File: config.mk
export PLATFORM = sky130hd
export DESIGN_NAME = hockey_game_ctrl
export DESIGN_NICKNAME = d
export VERILOG_FILES = /design/src/rtl/hockey_pkg.sv /design/src/rtl/hockey_tick_gen.sv /design/src/rtl/hockey_game_ctrl.sv
export SDC_FILE = /design/constraint.sdc
export NUM_CORES = 1
export LEC_CHECK = 0
export CAP_MARGIN = 25
export CORE_AREA = 8 8 86 88
export DETAILED_ROUTE_END_ITERATION = 7
export DIE_AREA = 0 0 94 96
export GPL_TIMING_DRIVEN = 1
export PLACE_DENSITY_LB_ADDON = 0.05
export SETUP_SLACK_MARGIN = 0.5
export SYNTH_ARGS = -nofsm -noshare
export SYNTH_HDL_FRONTEND = slang
export SYNTH_SLANG_ARGS = --single-unit
File: constraint.sdc
create_clock -name clk -period 2 [get_ports clk]
set_input_delay 0.3 -clock clk [delete_from_list [all_inputs] [get_ports clk]]
set_output_delay 0.3 -clock clk [all_outputs]
set_load 0.05 [all_outputs]
File: src/rtl/hockey_pkg.sv
// Shared types and helpers for the DigiHockey match controller: FSM states,
// puck direction codes, field limits and the paddle-row clamp.
package hockey_pkg;

   typedef enum logic [3:0] {
      IDLE,
      SERVE_A,
      SERVE_B,
      MOVE_R,
      HIT_B,
      MOVE_L,
      HIT_A,
      GOAL,
      OVER
   } state_t;

   typedef enum logic [1:0] {
      DIR_STRAIGHT = 2'b00,
      DIR_UP       = 2'b01,
      DIR_DOWN     = 2'b10
   } dir_t;

   typedef struct packed {
      dir_t       dir;
      logic [2:0] y;
   } vstep_t;

   localparam logic [2:0] X_MAX = 3'd4;
   localparam logic [2:0] Y_MAX = 3'd4;

   function automatic logic [2:0] clamp(input logic [2:0] v);
      return (v > Y_MAX) ? Y_MAX : v;
   endfunction

   // Code 11 has no meaning of its own and is played as a straight shot.
   function automatic dir_t decode_dir(input logic [1:0] d);
      case (d)
         2'b01:   return DIR_UP;
         2'b10:   return DIR_DOWN;
         default: return DIR_STRAIGHT;
      endcase
   endfunction

endpackage

File: src/rtl/hockey_tick_gen.sv
// Puck step-rate divider: one-cycle tick every TICK_DIV clocks; restart
// re-phases the divider so the next tick lands a full period later.
module hockey_tick_gen #(
   parameter int TICK_DIV = 4
) (
   input  logic clk,
   input  logic rst,
   input  logic restart,
   output logic tick
);

   localparam int            CW   = (TICK_DIV > 1) ? $clog2(TICK_DIV) : 1;
   localparam logic [CW-1:0] LAST = CW'(TICK_DIV - 1);

   logic [CW-1:0] cnt_q;

   always_ff @(posedge clk or posedge rst) begin
      if (rst)
         cnt_q <= '0;
      else if (restart || cnt_q == LAST)
         cnt_q <= '0;
      else
         cnt_q <= cnt_q + 1'b1;
   end

   assign tick = (cnt_q == LAST);

endmodule

File: src/rtl/hockey_game_ctrl.sv
// Two-player DigiHockey match controller: serves, puck stepping with wall
// bounces, goal-line hit windows, scoring and winner. Optional auto-serve
// after SERVE_TIMEOUT idle ticks is enabled by defining HOCKEY_SERVE_TIMEOUT_EN.
module hockey_game_ctrl
   import hockey_pkg::*;
#(
   parameter int TICK_DIV      = 4,
   parameter int WIN_SCORE     = 3,
   parameter int GOAL_HOLD     = 2,
   parameter int SERVE_TIMEOUT = 16
) (
   input  logic       clk,
   input  logic       rst,
   input  logic       BTN_A,
   input  logic       BTN_B,
   input  logic [1:0] DIR_A,
   input  logic [1:0] DIR_B,
   input  logic [2:0] Y_IN_A,
   input  logic [2:0] Y_IN_B,
   output logic [2:0] X_COORD,
   output logic [2:0] Y_COORD,
   output logic [2:0] SCORE_A,
   output logic [2:0] SCORE_B,
   output logic       TURN,
   output logic       GAME_OVER,
   output logic       WINNER
);

   localparam logic [2:0]        WIN          = 3'(WIN_SCORE);
   localparam logic [2:0]        SERVE_Y_AUTO = 3'd2;
   localparam int                HOLD_W       = (GOAL_HOLD > 1) ? $clog2(GOAL_HOLD) : 1;
   localparam logic [HOLD_W-1:0] HOLD_LAST    = HOLD_W'((GOAL_HOLD > 0) ? GOAL_HOLD - 1 : 0);

   state_t            state_q, state_d;
   logic [2:0]        x_q, x_d, y_q, y_d;
   dir_t              dir_q, dir_d;
   logic [2:0]        score_a_q, score_a_d, score_b_q, score_b_d;
   logic              turn_q, turn_d, over_q, over_d, winner_q, winner_d;
   logic [HOLD_W-1:0] hold_q, hold_d;
   logic              tick, restart, auto_serve, hit_a, hit_b;
   vstep_t            vs;

   function automatic logic [2:0] sat_inc(input logic [2:0] s);
      return (s >= WIN) ? WIN : s + 3'd1;
   endfunction

   // One vertical step; the wall at either edge flips the direction.
   function automatic vstep_t step_vert(input logic [2:0] y, input dir_t d);
      vstep_t r;
      r.y   = y;
      r.dir = d;
      case (d)
         DIR_UP: begin
            if (y < Y_MAX) r.y = y + 3'd1;
            else begin
               r.y   = y - 3'd1;
               r.dir = DIR_DOWN;
            end
         end
         DIR_DOWN: begin
            if (y > 3'd0) r.y = y - 3'd1;
            else begin
               r.y   = y + 3'd1;
               r.dir = DIR_UP;
            end
         end
         default: r.y = y;
      endcase
      return r;
   endfunction

   hockey_tick_gen #(.TICK_DIV(TICK_DIV)) u_tick (
      .clk     (clk),
      .rst     (rst),
      .restart (restart),
      .tick    (tick)
   );

`ifdef HOCKEY_SERVE_TIMEOUT_EN
   localparam int            TO_W    = (SERVE_TIMEOUT > 1) ? $clog2(SERVE_TIMEOUT) : 1;
   localparam logic [TO_W-1:0] TO_LAST = TO_W'(SERVE_TIMEOUT - 1);

   logic [TO_W-1:0] to_q;
   logic            in_serve;

   assign in_serve   = (state_q == SERVE_A) || (state_q == SERVE_B);
   assign auto_serve = in_serve && tick && (to_q == TO_LAST);

   // Counts ticks spent waiting in a serve state; cleared whenever we leave.
   always_ff @(posedge clk or posedge rst) begin
      if (rst)
         to_q <= '0;
      else if (in_serve && state_d == state_q)
         to_q <= tick ? to_q + 1'b1 : to_q;
      else
         to_q <= '0;
   end
`else
   assign auto_serve = 1'b0;
`endif

   assign hit_a = BTN_A && (clamp(Y_IN_A) == y_q);
   assign hit_b = BTN_B && (clamp(Y_IN_B) == y_q);

   always_comb begin
      state_d   = state_q;
      x_d       = x_q;
      y_d       = y_q;
      dir_d     = dir_q;
      score_a_d = score_a_q;
      score_b_d = score_b_q;
      turn_d    = turn_q;
      over_d    = over_q;
      winner_d  = winner_q;
      hold_d    = hold_q;
      restart   = 1'b0;
      vs        = step_vert(y_q, dir_q);
      case (state_q)
         IDLE: begin
            if (BTN_A)      state_d = SERVE_A;
            else if (BTN_B) state_d = SERVE_B;
         end
         SERVE_A: begin
            if (BTN_A || auto_serve) begin
               x_d     = 3'd0;
               y_d     = BTN_A ? clamp(Y_IN_A) : SERVE_Y_AUTO;
               dir_d   = BTN_A ? decode_dir(DIR_A) : DIR_STRAIGHT;
               turn_d  = 1'b0;
               restart = 1'b1;
               state_d = MOVE_R;
            end
         end
         SERVE_B: begin
            if (BTN_B || auto_serve) begin
               x_d     = X_MAX;
               y_d     = BTN_B ? clamp(Y_IN_B) : SERVE_Y_AUTO;
               dir_d   = BTN_B ? decode_dir(DIR_B) : DIR_STRAIGHT;
               turn_d  = 1'b1;
               restart = 1'b1;
               state_d = MOVE_L;
            end
         end
         MOVE_R: begin
            if (tick) begin
               x_d   = x_q + 3'd1;
               y_d   = vs.y;
               dir_d = vs.dir;
               if (x_q == X_MAX - 3'd1) state_d = HIT_B;
            end
         end
         MOVE_L: begin
            if (tick) begin
               x_d   = x_q - 3'd1;
               y_d   = vs.y;
               dir_d = vs.dir;
               if (x_q == 3'd1) state_d = HIT_A;
            end
         end
         // A return takes priority over the window-closing tick.
         HIT_B: begin
            if (hit_b) begin
               dir_d   = decode_dir(DIR_B);
               turn_d  = 1'b1;
               restart = 1'b1;
               state_d = MOVE_L;
            end else if (tick) begin
               score_a_d = sat_inc(score_a_q);
               hold_d    = '0;
               state_d   = GOAL;
            end
         end
         HIT_A: begin
            if (hit_a) begin
               dir_d   = decode_dir(DIR_A);
               turn_d  = 1'b0;
               restart = 1'b1;
               state_d = MOVE_R;
            end else if (tick) begin
               score_b_d = sat_inc(score_b_q);
               hold_d    = '0;
               state_d   = GOAL;
            end
         end
         // TURN still names the shooter, who is the player that just scored.
         GOAL: begin
            if (tick) begin
               if (hold_q == HOLD_LAST) begin
                  if ((turn_q ? score_b_q : score_a_q) == WIN) begin
                     over_d   = 1'b1;
                     winner_d = turn_q;
                     state_d  = OVER;
                  end else begin
                     state_d = turn_q ? SERVE_A : SERVE_B;
                  end
               end else begin
                  hold_d = hold_q + 1'b1;
               end
            end
         end
         OVER: begin
            if (BTN_A && BTN_B) begin
               x_d       = 3'd0;
               y_d       = 3'd0;
               dir_d     = DIR_STRAIGHT;
               score_a_d = 3'd0;
               score_b_d = 3'd0;
               turn_d    = 1'b0;
               over_d    = 1'b0;
               winner_d  = 1'b0;
               state_d   = IDLE;
            end
         end
         default: state_d = IDLE;
      endcase
   end

   always_ff @(posedge clk or posedge rst) begin
      if (rst) begin
         state_q   <= IDLE;
         x_q       <= 3'd0;
         y_q       <= 3'd0;
         dir_q     <= DIR_STRAIGHT;
         score_a_q <= 3'd0;
         score_b_q <= 3'd0;
         turn_q    <= 1'b0;
         over_q    <= 1'b0;
         winner_q  <= 1'b0;
         hold_q    <= '0;
      end else begin
         state_q   <= state_d;
         x_q       <= x_d;
         y_q       <= y_d;
         dir_q     <= dir_d;
         score_a_q <= score_a_d;
         score_b_q <= score_b_d;
         turn_q    <= turn_d;
         over_q    <= over_d;
         winner_q  <= winner_d;
         hold_q    <= hold_d;
      end
   end

   assign X_COORD   = x_q;
   assign Y_COORD   = y_q;
   assign SCORE_A   = score_a_q;
   assign SCORE_B   = score_b_q;
   assign TURN      = turn_q;
   assign GAME_OVER = over_q;
   assign WINNER    = winner_q;

endmodule

==> impl_results.md, run 1 <==
- Status: complete, but fails checks
- Failing checks: negative setup slack
- Vias: around 2.2k
- Final setup viols: 3
- Worst-path clk slew: 0.09 ns
- Sequential share of the synthesized area: 0.293
- Power Dens Cells: 1840 nW/um^2
- Commonest non-fill, non-tap cell in the layout: buf_4
- Vias in the first global route: about 2.3k
- Least-Margin Pin Slew: 0.498 ns
- Worst Path Arrival: 2.19 ns
- Top cells by area, synth: dfrtp_1 29%, ha_1 7.3%, mux2_1 5.5%
- Number of nets in the layout: between 300 and 400
- DRT Pass-1 Iters: 4
- Worst slack at placement: -0.303 ns
- Reg2Reg Capture Point: dir_q[0]$_DFFE_PP0P_
- Lkg Pwr: between 0.0015 and 0.002 uW
- CP Capture Type: flip-flop
- Syn_nets: 256
- Routability Congestion: 0.863
- RSZ-0062 raised after global routing: yes
- Synth warn: 0
- Root buffer cell: clkbuf_8
- Post-DR vias/cell: 5.36
- Met2 Usage GRT: 0.278
- GRT Util Overall: 0.164
- Seq cells post-synth: 24
- FF-to-FF path depth: 6
- HP Class: in2async
- Most frequent cells in the layout: 71 x buf_4, 14 x dfrtp_2, 14 x inv_1
- MaxCap Viol Count: 0
- WP data required: 2.16 ns
- Pwr Total: roughly 6400 uW
- Post-DP HPWL: 5.08 mm
- Setup TNS Final: -0.0677 ns
- Synth Instances: 230
- Antenna Violating Nets Remaining: 0
- Final setup margin: -0.0331 ns
- Core ar.: slightly above 6000 um^2
- Cts hold-fix bufs: 0
- GRT overflow: 0
- CTS tree: yes
- Layout cells sized above 1: 0.538
- Synth Cell Area: 2050 um^2
- Achievable Freq: 0.492 GHz
- Worst-Skew Late Latency: 0.27 ns
- # H-tree levels: 1
- CP max FO: 9
- First-pass GRT wire length: approximately 12 mm
- Largest net degree at the start of global routing: 25
- CTS Sinks: 24
- Worst VDD drop: about 0.95 mV
- DRT Wirelength: 6.99 mm
- Synth cell types: 69
- Avg WL per Cell: 16.9 um
- Crit start category: flip-flop
- Met3 usage: 0.0234
- DRT iter0 DRCs: roughly 140
- Met1 Resource Use GR: 0.207
- Initial core utilization: 0.336
- FF-to-FF Start: state_q[2]$_DFFE_PP0P_
- Fill count: between 500 and 600
- Final Critical Period: 2.03 ns
- DIE AREA: 9020 um^2
- CTS Buffer Depth: 2
- Die span in x: 94 um
- Most used DFF post-synth: dfrtp_1
- Reg-to-reg slack, setup: -0.03 ns
- CP Class: reg2reg
- Final core occ: 0.571
- Final Max Slew Viols: 0
- Number of inserted diodes: 0
- CTS Buf Count: 3
- Area added between synthesis and finish: 69.9%
- Asr flop ratio synth: 1.00
- Final period util: 1.02
- Mean Syn Cell Area: between 8 and 9 um^2
- I/O pins: 29
- Final Hold Viols: 0
- DRC: 0
- Share of the synthesized area in the top cell type: 0.293
- I/O Buffers: 28
- Busiest grt layer: met2
- Die H: 96 um
- Site row count: 29
- Max-slew headroom: 0.667
- Clock Skews: 0.00532 ns
- Number of synthesized flops with an enable pin: 0
- Top cell type by total area after synthesis: dfrtp_1
- Antenna violations before repair: 0
per-layer routing:
| layer | wire length [um] | share of wire |
|---|---|---|
| met5 | 0 | 0 |
| met4 | 93 | 0.013 |
| met3 | 270 | 0.039 |
| met2 | 3390 | 0.48 |
| met1 | 3240 | 0.46 |
where the power goes:
| part | internal (uW) | total (uW) | leakage [uW] | switching [uW] |
|---|---|---|---|---|
| combinational | 2540 | 5050 | 0.00124 | 2510 |
| sequential | 732 | 1030 | 0.000275 | 301 |
| clock | 143 | 312 | 0.0000228 | 169 |
timing repair:
action | 4_1_cts | 5_1_grt
setup endpoints to repair | 38 | 31
resized for setup | 75 | 22
setup buffers | 25 | 5
pin swaps | 15 | 9
through the flow:
stage / hold slack (ns) / cell area (um^2) / std cells
5_1_grt: 0.428 / 3480 / 415
2_1_floorplan: 0.314 / 2280 / 230
6_report: 0.376 / 3480 / 415
3_3_place_gp: 0.445 / 3010 / 381
3_5_place_dp: 0.444 / 3010 / 381
4_1_cts: 0.386 / 3420 / 410
cell families (layout without fill, tap and decap cells):
kind of cell               after synthesis  count (layout)  synth area share
and+or+nand+nor                         86              86             0.254
AOI/OAI and AO/OA                       60              60             0.224
buffers and inverters                   28             136            0.0544
DFF                                     24              24             0.293
muxes                                   15              15            0.0800
adders and majority gates               12              12            0.0733
xor gates and xnor gates                 5               5            0.0214
area by class of cell:
cell class                 instances  area [um^2]  share of cell area
timing repair buffer             114          978               0.281
sequential                        24          618               0.178
multi-input combinational        178         1670               0.480
inverter                          18         72.6              0.0208
tap                               77         96.3              0.0277
clock buffer                       4         45.0              0.0129
cell usage after synthesis (5+ instances only):
library cell,count
nor2_1,15
mux2_1,10
nor3_1,7
dfrtp_1,24
ha_1,12
nand2b_1,7
nand2_1,14
a21oi_1,7
buf_2,5
inv_1,17
nor2b_1,7
o21ai_0,7
nand3b_1,5
registers in the layout (all words and copies together), names as in the netlist:
| register | flops |
|---|---|
| SCORE_B | 3 |
| TURN | 1 |
| u_tick.cnt_q | 2 |
| Y_COORD | 3 |
| state_q | 4 |
| dir_q | 2 |
| hold_q | 1 |
| SCORE_A | 3 |
| X_COORD | 3 |
| GAME_OVER | 1 |
| WINNER | 1 |
how the worst max path moves through the flow:
| stage | from | to | slack, ns | cells after the start |
|---|---|---|---|---|
| 6_report | state_q[2]$_DFFE_PP0P_ | dir_q[0]$_DFFE_PP0P_ | -0.03 | 6 |
| 5_1_grt | state_q[2]$_DFFE_PP0P_ | dir_q[1]$_DFFE_PP0P_ | -0.13 | 6 |
| 4_1_cts | state_q[2]$_DFFE_PP0P_ | dir_q[1]$_DFFE_PP0P_ | -0.03 | 6 |
| 3_5_place_dp | BTN_B | X_COORD[0]$_DFFE_PP0P_ | -0.30 | 7 |
| 3_3_place_gp | BTN_B | X_COORD[1]$_DFFE_PP0P_ | -0.31 | 7 |
| 2_1_floorplan | Y_COORD[1]$_DFFE_PP0P_ | Y_COORD[2]$_DFFE_PP0P_ | 0.04 | 7 |
critical path, stage by stage (launching register included):
cell and delay (ns):
dfrtp_1 0.42, buf_12 0.16, or4b_4 0.59, o31ai_4 0.09
a31oi_1 0.07, nor4_2 0.23, mux2_1 0.36
(Power assumes the default switching activity.)
==> run 2: changes to the inputs <==
- CTS_CLUSTER_DIAMETER: unset -> 40
==> results of run 2 <==
Final layout, timing and power as in run 1 (identical DEF).
